[config.mk]
export PLATFORM = sky130hd
export DESIGN_NAME = psync_seq
export DESIGN_NICKNAME = d
export VERILOG_FILES = /design/src/rtl/psync_seq.sv
export SDC_FILE = /design/constraint.sdc
export NUM_CORES = 1
export LEC_CHECK = 0
export CORE_ASPECT_RATIO = 0.6
export CORE_MARGIN = 2
export CORE_UTILIZATION = 60
export DETAILED_ROUTE_END_ITERATION = 7
export DONT_BUFFER_PORTS = 1
export GPL_ROUTABILITY_DRIVEN = 0
export PLACE_DENSITY = 0.72
export SETUP_SLACK_MARGIN = 0.15
export SLEW_MARGIN = 20
export SYNTH_ARGS = -nofsm -noshare
export SYNTH_HDL_FRONTEND = slang
export SYNTH_SLANG_ARGS = --single-unit
[constraint.sdc]
create_clock -name CKVD -period 3.09 [get_ports CKVD]
set_input_delay 0.309 -clock CKVD [delete_from_list [all_inputs] [get_ports CKVD]]
set_output_delay 0.309 -clock CKVD [all_outputs]
set_load 0.005 [all_outputs]
[src/rtl/psync_seq.sv]
`default_nettype none
// ============================================================================
//  Module      : psync_seq
//  Description : Phase-synchronous PLL sequencer. Synchronizes the system
//                sync reference into the CKVD domain, qualifies its edges,
//                clears the DTC/MMD phase accumulator, waits a settle window,
//                runs LO phase calibration and reports done / error.
//  Revision    : 1.0  initial release
// ============================================================================
module psync_seq #(
  parameter int CNT_W       = 16,
  parameter int SYNC_STAGES = 2,
  parameter int ECNT_W      = 8
) (
  input  logic              CKVD,
  input  logic              NARST,
  input  logic              SYNC_EN,
  input  logic              SYNC_REF,
  input  logic [1:0]        EDGE_SEL,
  input  logic              RESYNC_EN,
  input  logic [CNT_W-1:0]  SETTLE_CYC,
  input  logic [CNT_W-1:0]  CAL_TIMEOUT,
  input  logic              FREQLOCK,
  input  logic              LO_PCALI_DONE,
  output logic              PACC_CLR,
  output logic              LO_PCALI_EN,
  output logic              SYNC_DONE,
  output logic              SYNC_ERR,
  output logic [2:0]        STATE,
  output logic [ECNT_W-1:0] EDGE_CNT
);

  // --------------------------------------------------------------------------
  // State encoding (code 7 is unused and recovers to IDLE)
  // --------------------------------------------------------------------------
  localparam logic [2:0] S_IDLE   = 3'd0;
  localparam logic [2:0] S_ARM    = 3'd1;
  localparam logic [2:0] S_CLR    = 3'd2;
  localparam logic [2:0] S_SETTLE = 3'd3;
  localparam logic [2:0] S_CAL    = 3'd4;
  localparam logic [2:0] S_LOCK   = 3'd5;
  localparam logic [2:0] S_FAIL   = 3'd6;

  localparam logic [CNT_W-1:0]  CNT_ZERO = '0;
  localparam logic [CNT_W-1:0]  CNT_ONE  = {{(CNT_W-1){1'b0}}, 1'b1};
  localparam logic [ECNT_W-1:0] ECNT_MAX = '1;
  localparam logic [ECNT_W-1:0] ECNT_ONE = {{(ECNT_W-1){1'b0}}, 1'b1};

  // --------------------------------------------------------------------------
  // Internal signals
  // --------------------------------------------------------------------------
  logic [SYNC_STAGES-1:0] sync_q;
  logic                   hist_q;
  logic                   sync_last;
  logic                   edge_rise;
  logic                   edge_fall;
  logic                   edge_qual;

  logic [2:0]             state_q;
  logic [2:0]             state_d;

  logic [CNT_W-1:0]       cnt_q;
  logic [CNT_W-1:0]       cnt_d;
  logic                   cnt_is_one;

  logic [ECNT_W-1:0]      ecnt_q;
  logic [ECNT_W-1:0]      ecnt_d;

  logic                   pacc_clr_d;
  logic                   lo_pcali_en_d;
  logic                   sync_done_d;
  logic                   sync_err_d;

  // --------------------------------------------------------------------------
  // SYNC_REF synchronizer plus one history flop; runs regardless of FSM state
  // so the edge detector is already primed when the sequencer is enabled.
  // --------------------------------------------------------------------------
  always_ff @(posedge CKVD or negedge NARST) begin
    if (!NARST) begin
      sync_q <= '0;
      hist_q <= 1'b0;
    end else begin
      sync_q <= {sync_q[SYNC_STAGES-2:0], SYNC_REF};
      hist_q <= sync_q[SYNC_STAGES-1];
    end
  end

  assign sync_last = sync_q[SYNC_STAGES-1];
  assign edge_rise = sync_last & ~hist_q;
  assign edge_fall = ~sync_last & hist_q;

  // Qualify the detected transition according to the selected edge polarity.
  always_comb begin
    edge_qual = 1'b0;
    case (EDGE_SEL)
      2'b00:   edge_qual = edge_rise;
      2'b01:   edge_qual = edge_fall;
      default: edge_qual = edge_rise | edge_fall;
    endcase
  end

  assign cnt_is_one = (cnt_q == CNT_ONE);

  // --------------------------------------------------------------------------
  // FSM state register
  // --------------------------------------------------------------------------
  always_ff @(posedge CKVD or negedge NARST) begin
    if (!NARST) begin
      state_q <= S_IDLE;
    end else begin
      state_q <= state_d;
    end
  end

  // --------------------------------------------------------------------------
  // FSM next-state logic; SYNC_EN low overrides everything, FAIL is sticky.
  // --------------------------------------------------------------------------
  always_comb begin
    state_d = state_q;
    if (!SYNC_EN) begin
      state_d = S_IDLE;
    end else begin
      case (state_q)
        S_IDLE: begin
          state_d = S_ARM;
        end
        S_ARM: begin
          // An edge without frequency lock is only counted.
          if (edge_qual && FREQLOCK) begin
            state_d = S_CLR;
          end
        end
        S_CLR: begin
          // Zero settle time skips straight to calibration.
          if (SETTLE_CYC == CNT_ZERO) begin
            state_d = S_CAL;
          end else begin
            state_d = S_SETTLE;
          end
        end
        S_SETTLE: begin
          if (!FREQLOCK) begin
            state_d = S_FAIL;
          end else if (cnt_q <= CNT_ONE) begin
            state_d = S_CAL;
          end
        end
        S_CAL: begin
          // Calibration completion beats both lock loss and timeout.
          if (LO_PCALI_DONE) begin
            state_d = S_LOCK;
          end else if (!FREQLOCK) begin
            state_d = S_FAIL;
          end else if (cnt_is_one) begin
            // A zero timeout loads zero and never decrements to one.
            state_d = S_FAIL;
          end
        end
        S_LOCK: begin
          if (!FREQLOCK) begin
            state_d = S_FAIL;
          end else if (edge_qual && RESYNC_EN) begin
            state_d = S_CLR;
          end
        end
        S_FAIL: begin
          state_d = S_FAIL;
        end
        default: begin
          state_d = S_IDLE;
        end
      endcase
    end
  end

  // --------------------------------------------------------------------------
  // FSM output decode, taken from the next state so the registered outputs
  // line up with the state register in the same cycle.
  // --------------------------------------------------------------------------
  always_comb begin
    pacc_clr_d    = (state_d == S_CLR);
    lo_pcali_en_d = (state_d == S_CAL);
    sync_done_d   = (state_d == S_LOCK);
    sync_err_d    = (state_d == S_FAIL);
  end

  // Registered outputs: flop-driven so PACC_CLR can never glitch.
  always_ff @(posedge CKVD or negedge NARST) begin
    if (!NARST) begin
      PACC_CLR    <= 1'b0;
      LO_PCALI_EN <= 1'b0;
      SYNC_DONE   <= 1'b0;
      SYNC_ERR    <= 1'b0;
    end else begin
      PACC_CLR    <= pacc_clr_d;
      LO_PCALI_EN <= lo_pcali_en_d;
      SYNC_DONE   <= sync_done_d;
      SYNC_ERR    <= sync_err_d;
    end
  end

  assign STATE = state_q;

  // --------------------------------------------------------------------------
  // Settle / timeout counter: config values are captured only when a window
  // begins, then the counter walks down and parks at zero.
  // --------------------------------------------------------------------------
  always_comb begin
    cnt_d = cnt_q;
    if (state_d == S_IDLE) begin
      cnt_d = CNT_ZERO;
    end else if ((state_q == S_CLR) && (state_d == S_SETTLE)) begin
      cnt_d = SETTLE_CYC;
    end else if ((state_q != S_CAL) && (state_d == S_CAL)) begin
      cnt_d = CAL_TIMEOUT;
    end else if (((state_q == S_SETTLE) || (state_q == S_CAL)) &&
                 (cnt_q != CNT_ZERO)) begin
      cnt_d = cnt_q - CNT_ONE;
    end
  end

  // Counter register.
  always_ff @(posedge CKVD or negedge NARST) begin
    if (!NARST) begin
      cnt_q <= CNT_ZERO;
    end else begin
      cnt_q <= cnt_d;
    end
  end

  // --------------------------------------------------------------------------
  // Qualified-edge counter: cleared while disabled, counts outside IDLE in
  // every state (including those that ignore the edge), saturates at max.
  // --------------------------------------------------------------------------
  always_comb begin
    ecnt_d = ecnt_q;
    if (!SYNC_EN) begin
      ecnt_d = '0;
    end else if (edge_qual && (state_q != S_IDLE) && (ecnt_q != ECNT_MAX)) begin
      ecnt_d = ecnt_q + ECNT_ONE;
    end
  end

  // Edge counter register.
  always_ff @(posedge CKVD or negedge NARST) begin
    if (!NARST) begin
      ecnt_q <= '0;
    end else begin
      ecnt_q <= ecnt_d;
    end
  end

  assign EDGE_CNT = ecnt_q;

endmodule
`default_nettype wire

==> qor.yml <==
via_per_inst: 6.55
crit_arrival_ns: 2.85
yosys.cell_types.count: 57
leakage_nw: 1.08
synth_common_cells: "34 x dfrtp_1, 21 x nand2_1, 21 x nor2_1"
drv_cap: 0
gr-total-overflow: 0
timing.final.max_slew_violations: 0
io_pins: 56
area_growth_pct: 6.31
drive_above_1_share: 0.126
cts_tree: "built"
wl_per_cell_microns: 19.0
die-area_sq_mm: 0.00454
diodes: 0
syn_area_per_cell_sq_um: 9.06
synthTopCellsByArea: "dfrtp_1 35%, mux2i_1 5.8%, xnor2_1 5.1%, nand2_1 3.3%, nor2_1 3.3%"
min_period_over_period: 0.879
post-cts-setup-buffers: 0
htree_levels: 2
worst_setup_path_end_kind: "flop"
timing.fmax_ghz: 0.368
worst-setup-path-type: "flop to flop"
p_total_mw: 2.52
finClkSkew_ns: 0.00890
required_ns: 3.23
grt_max_degree: 35
status: "completed"
die_w_microns: 85.7
yosysSeqAreaShare: 0.354
async_flop_share: 1.00
power_density_mw_per_mm2: 986
cts_buffer_depth: 2
path_cells: "nor4_4 -> o211ai_2 -> or3_4 -> a31oi_4 -> and4b_1 -> buf_4 -> mux2i_1 -> o221ai_1"
core_region_area_sq_mm: 0.00374
grt_pass1_wl_mm: 9.49
rsz0062_at_grt: "no"
synth_enable_flop_cells: 0
rows: 17
drt_wl_total_mm: 6.03
grt_pass1_vias: 1901
hold_path_class: "primary input to flop"
cpMaxStageDelayCell: "dfrtp_1"
dr.pass1.iters: 4
clkSinkCount: 34
fin_nets: 316
critPathLaunchType: "flop"
finalSetupTns_ns: 0
worst_pin_slew_ns: 0.694
synth_nets: 312
track_usage: 0.279
clk_pin_slew_ns: 0.08
ant_nets: 0
crit_fanout: 19
synth_warnings: 0
critical_path.max_stage_delay_ns: 0.46
syn_area_sq_mm: 0.00240
vias: 2077
drc: 0
dp_hpwl_mm: 4.49
root_buffer: "clkbuf_8"
setup_violations: 0
antenna_found_initial: 0
cts_buffers: 5
die_h_microns: 53
finalHoldViolations: 0
worst-path-buf-inv: 1
initial_core_util: 0.641
slew-limit-headroom: 0.537
cp_top_family: "simple AND/OR/NAND/NOR gates"
netlist_instances: 265
postLayoutCoreUtil: 0.682
drtIter0Drc: 184
synth_top_area_share: 0.354
synth.most_common_cell: "dfrtp_1"
timing.final.crit_period_ns: 2.71
ys_ff_latch: 34
port_buffers: 0
peakVddDrop_v: 0.000685
insertion_delay_ns: 0.29
fill_cells: 302
synth_top_cell_by_area: "dfrtp_1"
yosys_most_used_dff: "dfrtp_1"
-- report_power, final --
group	internal, mW	switching [mW]	total, mW	leakage (nW)
Combinational	0.607	0.889	1.50	0.569
Clock	0.179	0.172	0.351	0.0472
Sequential	0.550	0.118	0.668	0.462
-- registers in the layout, summed over array words and instances, names as in the netlist --
signal and cells:
PACC_CLR 1, LO_PCALI_EN 1, cnt_q 16, EDGE_CNT 8, SYNC_ERR 1, sync_q 2, hist_q 1, STATE 3
SYNC_DONE 1
-- per-stage QoR --
stage | hold slack (ns) | area, sq um | worst slack [ns] | cells
after floorplan | 0.0134 | 2400 | 0.691 | 265
after global placement | 0.0141 | 2420 | 0.429 | 307
after detailed placement | 0.0141 | 2420 | 0.342 | 307
after CTS | 0.0369 | 2540 | 0.347 | 317
after global routing | 0.0239 | 2550 | 0.201 | 317
final | 0.0422 | 2550 | 0.375 | 317
-- final cells by class --
class | instances | area, sq um | share of cell area
well taps | 47 | 58.8 | 0.0230
multi-input cells | 202 | 1400 | 0.548
repair buffers | 10 | 90.1 | 0.0353
clock inverters | 2 | 12.5 | 0.00490
clock buffers | 6 | 82.6 | 0.0324
flip-flops and latches | 34 | 851 | 0.333
inverters | 16 | 60.1 | 0.0235
-- layout by cell type, fill, tap and decap left out, drive strengths merged, types with 4 or more instances in the layout --
cell type / n
nand3: 8
dfrtp: 34
and3: 6
nand2: 21
nand3b: 4
and2: 8
nor2: 21
nor3: 8
nor4: 10
nand4: 4
a21oi: 10
mux2i: 14
buf: 9
inv: 16
ha: 6
o221ai: 7
o21ai: 15
xnor2: 14
o22ai: 5
clkbuf: 6
-- cell families (layout without fill, tap and decap cells) --
family / after synthesis / in the layout / share of synthesized area
compound gates: 60 / 60 / 0.186
buf+inv: 29 / 34 / 0.0672
simple gates: 106 / 106 / 0.244
mux: 14 / 14 / 0.0584
xor+xnor: 16 / 16 / 0.0584
flops: 34 / 34 / 0.354
fa+ha+maj: 6 / 6 / 0.0313
-- what timing repair did --
action / CTS / global route
endpoints found under the hold margin: 34 / 0
gates resized for setup: 0 / 2
hold buffers: 2 / 0
setup endpoints to repair: 0 / 7
-- path summary, 6_finish.rpt --
| path | end | depth (start not counted) | from | slack (ns) |
|---|---|---|---|---|
| min in group asynchronous | cnt_q[4]$_DFFE_PN0P_ | 2 | NARST | 0.48 |
| hold reg to reg | sync_q[1]$_DFF_PN0_ | 0 | sync_q[0]$_DFF_PN0_ | 0.36 |
| max in group asynchronous | cnt_q[7]$_DFFE_PN0P_ | 2 | NARST | 2.43 |
| hold / removal | sync_q[0]$_DFF_PN0_ | 0 | SYNC_REF | 0.04 |
| setup / recovery | cnt_q[6]$_DFFE_PN0P_ | 8 | cnt_q[2]$_DFFE_PN0P_ | 0.38 |
| setup reg to reg | cnt_q[6]$_DFFE_PN0P_ | 8 | cnt_q[2]$_DFFE_PN0P_ | 0.38 |
-- per-layer routing --
metal	global-route usage	part of all wire
met1	0.418	0.47
met2	0.378	0.42
met3	0.0983	0.10
met4	0.0661	0.0055
met5	0	0
Note: power is estimated with default switching activity, not from simulation.
